$ cat config.mk
export PLATFORM = sky130hd
export DESIGN_NAME = ahb_out_port
export DESIGN_NICKNAME = d
export VERILOG_FILES = /design/src/rtl/ahb_out_port.sv
export SDC_FILE = /design/constraint.sdc
export NUM_CORES = 1
export LEC_CHECK = 0
export CAP_MARGIN = 20
export CORE_MARGIN = 3
export CORE_UTILIZATION = 44
export DETAILED_ROUTE_END_ITERATION = 6
export GPL_TIMING_DRIVEN = 1
export PLACE_DENSITY = 0.92
export SYNTH_ARGS = -nofsm -noshare
export SYNTH_HDL_FRONTEND = slang
export SYNTH_SLANG_ARGS = --single-unit
$ cat constraint.sdc
create_clock -name HCLK -period 2.3 [get_ports HCLK]
set_clock_uncertainty 0.1 [all_clocks]
set_input_delay 0.575 -clock HCLK [delete_from_list [all_inputs] [get_ports HCLK]]
set_output_delay 0.575 -clock HCLK [all_outputs]
set_load 0.02 [all_outputs]
$ cat src/rtl/ahb_out_port.sv
// rtl/ahb_out_port.sv - AHB-Lite slave feeding a FIFO of 16-bit values to an acknowledged output port
`timescale 1ns/1ps

module ahb_out_port #(
    parameter int DEPTH         = 4,
    parameter bit STALL_ON_FULL = 1'b1
) (
    input  logic        HCLK,
    input  logic        HRESETn,
    input  logic [31:0] HADDR,
    input  logic [31:0] HWDATA,
    input  logic [2:0]  HSIZE,
    input  logic [1:0]  HTRANS,
    input  logic        HWRITE,
    input  logic        HREADY,
    input  logic        HSEL,
    output logic [31:0] HRDATA,
    output logic        HREADYOUT,
    output logic [15:0] OutData,
    output logic        OutValid,
    input  logic        OutAck
);

    localparam int             AW         = $clog2(DEPTH);
    localparam logic [AW:0]    FULL_COUNT = (AW + 1)'(DEPTH);

    logic            write_en;
    logic            read_en;
    logic [1:0]      addr_q;

    logic [15:0]     mem [DEPTH];
    logic [AW-1:0]   wr_ptr;
    logic [AW-1:0]   rd_ptr;
    logic [AW:0]     count;
    logic            overflow;
    logic            last_ack;

    logic            full;
    logic            empty;
    logic            data_hit;
    logic            stall;
    logic            push;
    logic            pop;
    logic            drop;
    logic            clr_ovf;
    logic [31:0]     status;

    logic            unused_bits;
    assign unused_bits = &{1'b0, HSIZE, HADDR[31:3], HADDR[0], HWDATA[31:16]};

    // Captured values are held while HREADY is low so a stalled write stays pending.
    always_ff @(posedge HCLK or negedge HRESETn) begin
        if (!HRESETn) begin
            write_en <= 1'b0;
            read_en  <= 1'b0;
            addr_q   <= 2'd0;
        end else if (HREADY) begin
            write_en <= HSEL & (HTRANS != 2'b00) & HWRITE;
            read_en  <= HSEL & (HTRANS != 2'b00) & ~HWRITE;
            addr_q   <= HADDR[2:1];
        end
    end

    assign full     = (count == FULL_COUNT);
    assign empty    = (count == '0);
    assign data_hit = write_en & (addr_q == 2'd0);
    assign stall    = data_hit & full & STALL_ON_FULL;
    assign push     = data_hit & ~stall & ~full;
    assign drop     = data_hit & full & ~STALL_ON_FULL;
    assign clr_ovf  = write_en & (addr_q == 2'd2) & HWDATA[2];
    assign pop      = OutAck & ~last_ack & ~empty;

    always_ff @(posedge HCLK or negedge HRESETn) begin
        if (!HRESETn) begin
            wr_ptr   <= '0;
            rd_ptr   <= '0;
            count    <= '0;
            overflow <= 1'b0;
            last_ack <= 1'b0;
        end else begin
            last_ack <= OutAck;
            if (push) begin
                wr_ptr <= wr_ptr + AW'(1);
            end
            if (pop) begin
                rd_ptr <= rd_ptr + AW'(1);
            end
            case ({push, pop})
                2'b10:   count <= count + (AW + 1)'(1);
                2'b01:   count <= count - (AW + 1)'(1);
                default: count <= count;
            endcase
            // A drop in the same cycle as a clear leaves the flag set.
            if (drop) begin
                overflow <= 1'b1;
            end else if (clr_ovf) begin
                overflow <= 1'b0;
            end
        end
    end

    always_ff @(posedge HCLK) begin
        if (push) begin
            mem[wr_ptr] <= HWDATA[15:0];
        end
    end

    assign OutValid  = ~empty;
    assign OutData   = empty ? 16'd0 : mem[rd_ptr];
    assign HREADYOUT = ~stall;
    assign status    = {20'd0, 8'(count), 1'b0, overflow, full, ~empty};

    always_comb begin
        HRDATA = 32'd0;
        if (read_en) begin
            case (addr_q)
                2'd0:    HRDATA = {16'd0, OutData};
                2'd2:    HRDATA = status;
                default: HRDATA = 32'd0;
            endcase
        end
    end

endmodule

==> flow_metrics.env <==
export IMPL_worstPathMaxFanout=6
export IMPL_rsz0062_at_grt="yes"
export IMPL_synth_seq_cells=76
export IMPL_cp_data_arrival_time_ns=1.85
export IMPL_worst_path_largest_cell_delay_ns=0.54
export IMPL_grt_first_pass_wirelength_um=10730
export IMPL_hold_class="input pin to flop"
export IMPL_hpwl_um=4647
export IMPL_overflow=0
export IMPL_antenna_left=0
export IMPL_power_density_nw_per_um2=1084
export IMPL_drc=0
export IMPL_slowest_stage="mux4_2"
export IMPL_slew_headroom_pct=62.70
export IMPL_die_w_um=93.12
export IMPL_hold_end="last_ack"
export IMPL_required_ns=1.62
export IMPL_antenna_found_initial=0
export IMPL_setup_slack_ns=-0.2227
export IMPL_wire_per_inst_um=17.25
export IMPL_die_h_um=93.12
export IMPL_grt_util_all_layers_pct=16.78
export IMPL_cap_violations=0
export IMPL_final_seq_area_um2=2223
export IMPL_drive_gt1_share_pct=45.86
export IMPL_path_clk_slew_ns=0.08
export IMPL_seqPwrFrac_pct=34.4
export IMPL_num_antenna_cells=0
export IMPL_final_area_um2=4511
export IMPL_yosysWarnings=0
export IMPL_clock_power_share_pct=20.0
export IMPL_hold_violations=0
export IMPL_synthesis_area_um2=3339
export IMPL_cts_htree_levels=3
export IMPL_root_buffer="clkbuf_8"
export IMPL_r2r_cells=10
export IMPL_place_ws_ns=-0.6046
export IMPL_tightest_slew_ns=0.5577
export IMPL_routed_wl_um=6710
export IMPL_combPwrFrac_pct=45.6
export IMPL_critical_path_class="flop to output port"
export IMPL_ir_worst_vdd_uv=764.7
export IMPL_ys_seq_area_share_pct=66.54
export IMPL_fin_crit_sh_pct=109.7
export IMPL_clk_insertion_delay_late_ns=0.35
export IMPL_hold_depth=2
export IMPL_avgSynthCellArea_um2=17.13
export IMPL_vias_per_cell=4.997
export IMPL_synth_cell_types=32
export IMPL_postPlaceCellArea_um2=4148
export IMPL_nets=366
export IMPL_num_rows=31
export IMPL_setup_tns_ns=-4.545
export IMPL_r2r_end="count[2]"
export IMPL_maxSlewViolCount=0
export IMPL_grt_pass1_vias=2026
export IMPL_grt_max_degree=19
export IMPL_rr_startpoint="count[0]"
export IMPL_ioPinCount=125
export IMPL_drtIter0Drc=132
export IMPL_crit_chain="buf_12 -> mux4_2 -> a32o_1 -> buf_6"
export IMPL_reg2reg_slack_ns=0.16
export IMPL_violations="setup timing"
export IMPL_p_sw_share_pct=32.63
export IMPL_dieArea_um2=8671
export IMPL_firstDrtPassIters=4
export IMPL_p_sw_uw=1596
export IMPL_fill_cells=526
export IMPL_tritoncts="built"
export IMPL_core_area_um2=7292
export IMPL_cts_max_path_buffers=2
export IMPL_area_growth_syn_to_layout_pct=35.07
export IMPL_start_kind="flop"
export IMPL_gp_congestion=0.7661
export IMPL_post_place_cells=368
export IMPL_worstSetupEndpointType="output port"
export IMPL_p_int_uw=3295
export IMPL_p_total_uw=4891
export IMPL_min_from="OutAck"
export IMPL_multi_input_area_um2=1081
export IMPL_final_cells=389
export IMPL_power_leakage_uw=0.001742
export IMPL_start_util_pct=45.80
export IMPL_fmax_ghz=0.3964
export IMPL_period_needed_ns=2.523
export IMPL_port_buffers=59
export IMPL_cts_buffers=9
export IMPL_cts_sinks=76
export IMPL_synth_cells=195
export IMPL_vias=1944
export IMPL_setup_viol=32
export IMPL_status="finished with violations"
sequential cells by signal, indices dropped and copies added (netlist names):
name      cells
mem          64
read_en       1
wr_ptr        2
rd_ptr        2
addr_q        2
count         3
last_ack      1
write_en      1
layer usage:
metal  track usage, %  vias to the layer above  wire (um)
li1                 -                      881          -
met1            21.27                      977       2806
met2            27.71                       73       3482
met3            4.344                       13        334
met4            6.593                        0         86
met5                0                        -          0
power by group through the flow:
stage,clock network (uW),registers [uW],logic (uW)
2_1_floorplan,0,1690,1130
3_3_place_gp,0,1680,1860
3_5_place_dp,0,1690,1920
4_1_cts,997,1680,2270
5_1_grt,1060,1690,2380
6_report,978,1680,2230
cells in the mapped netlist:
library cell / count / area share, %
buf_4: 17 / 3.8
conb_1: 1 / 0.11
o22ai_1: 1 / 0.19
a2111oi_4: 1 / 0.82
o21ai_0: 3 / 0.45
a32o_1: 3 / 0.90
mux2i_1: 1 / 0.30
nand2b_1: 1 / 0.19
inv_1: 7 / 0.79
mux4_2: 16 / 11
xnor2_1: 2 / 0.52
fa_1: 1 / 0.60
and2_1: 31 / 5.8
dfrtp_1: 12 / 9.0
inv_2: 1 / 0.11
nand4_1: 1 / 0.19
ha_1: 5 / 1.9
buf_6: 1 / 0.34
nor3_2: 2 / 0.60
edfxtp_1: 64 / 58
clkbuf_1: 3 / 0.34
and4b_1: 1 / 0.30
nor2_1: 4 / 0.45
nor2_2: 1 / 0.19
mux2_2: 3 / 1.0
nand2_1: 1 / 0.11
nor3_1: 2 / 0.30
nor3b_2: 1 / 0.37
nor2b_1: 1 / 0.19
xor2_1: 4 / 1.0
mux2_4: 1 / 0.45
buf_2: 2 / 0.30
critical path, delay by kind of cell, from the launching register on:
| kind | cells | cell delay (ns) |
|---|---|---|
| mux | 1 | 0.54 |
| flops | 1 | 0.44 |
| buf+inv | 2 | 0.28 |
| compound gates | 1 | 0.24 |
worst max-delay path by stage:
stage	start	endpoint	slack, ns	depth (start not counted)
detailed placement	addr_q[0]	HRDATA[10]	-0.60	4
global route	rd_ptr[0]	HRDATA[5]	-0.27	4
floorplan	rd_ptr[0]	HRDATA[10]	0.22	4
finish	rd_ptr[0]	HRDATA[4]	-0.22	4
global placement	addr_q[0]	HRDATA[2]	-0.51	4
CTS	rd_ptr[0]	HRDATA[4]	-0.24	4
cells by family after synthesis:
kind of cell,share of synthesized area [%]
multiplexers,12.55
adder cells (fa/ha/maj),2.473
AND/OR/NAND/NOR,8.693
buffers and inverters,5.695
other,0.1123
AO/OA/AOI/OAI,2.361
flip-flops,66.54
XOR/XNOR,1.574
stage by stage:
step                hold slack [ns]  util [%]
CTS                          0.4505     61.75
finish                       0.3986     61.86
detailed placement           0.4335     56.88
global placement             0.4159     56.88
floorplan                    0.1794         -
global route                 0.4100     61.86
repair_timing:
item,CTS,global route
setup buffers,4,1
hold buffers,0,0
setup endpoints to repair,34,34
gates cloned,1,0
resized for setup,225,11
pin swaps,14,5
area by class of cell:
type | instances | share of cell area [%]
clock buffers | 9 | 2.746
clock inverters | 7 | 1.498
inverters | 8 | 0.7212
multi-input cells | 103 | 23.97
flip-flops and latches | 76 | 49.29
well taps | 99 | 2.746
repair buffers | 87 | 19.03
placed cells by master, fill, tap and decap left out, drive strengths merged:
cell           netlist  routed
a2111oi              1       1
a32o                 3       3
and2                31      31
and4b                1       1
buf                 20      61
bufinv               0       1
clkbuf               3       9
clkdlybuf4s50        0      24
clkinv               0       4
clkinvlp             0       2
conb                 1      16
dfrtp               12      12
dlygate4sd2          0       1
dlymetal6s2s         0       1
edfxtp              64      64
fa                   1       1
ha                   5       5
inv                  8       8
mux2                 4       4
mux2i                1       1
mux4                16      16
nand2                1       1
nand2b               1       1
nand4                1       1
nor2                 5       5
nor2b                1       1
nor3                 4       4
nor3b                1       1
o21ai                3       3
o22ai                1       1
xnor2                2       2
xor2                 4       4
Power figures use the tool's default switching activity.
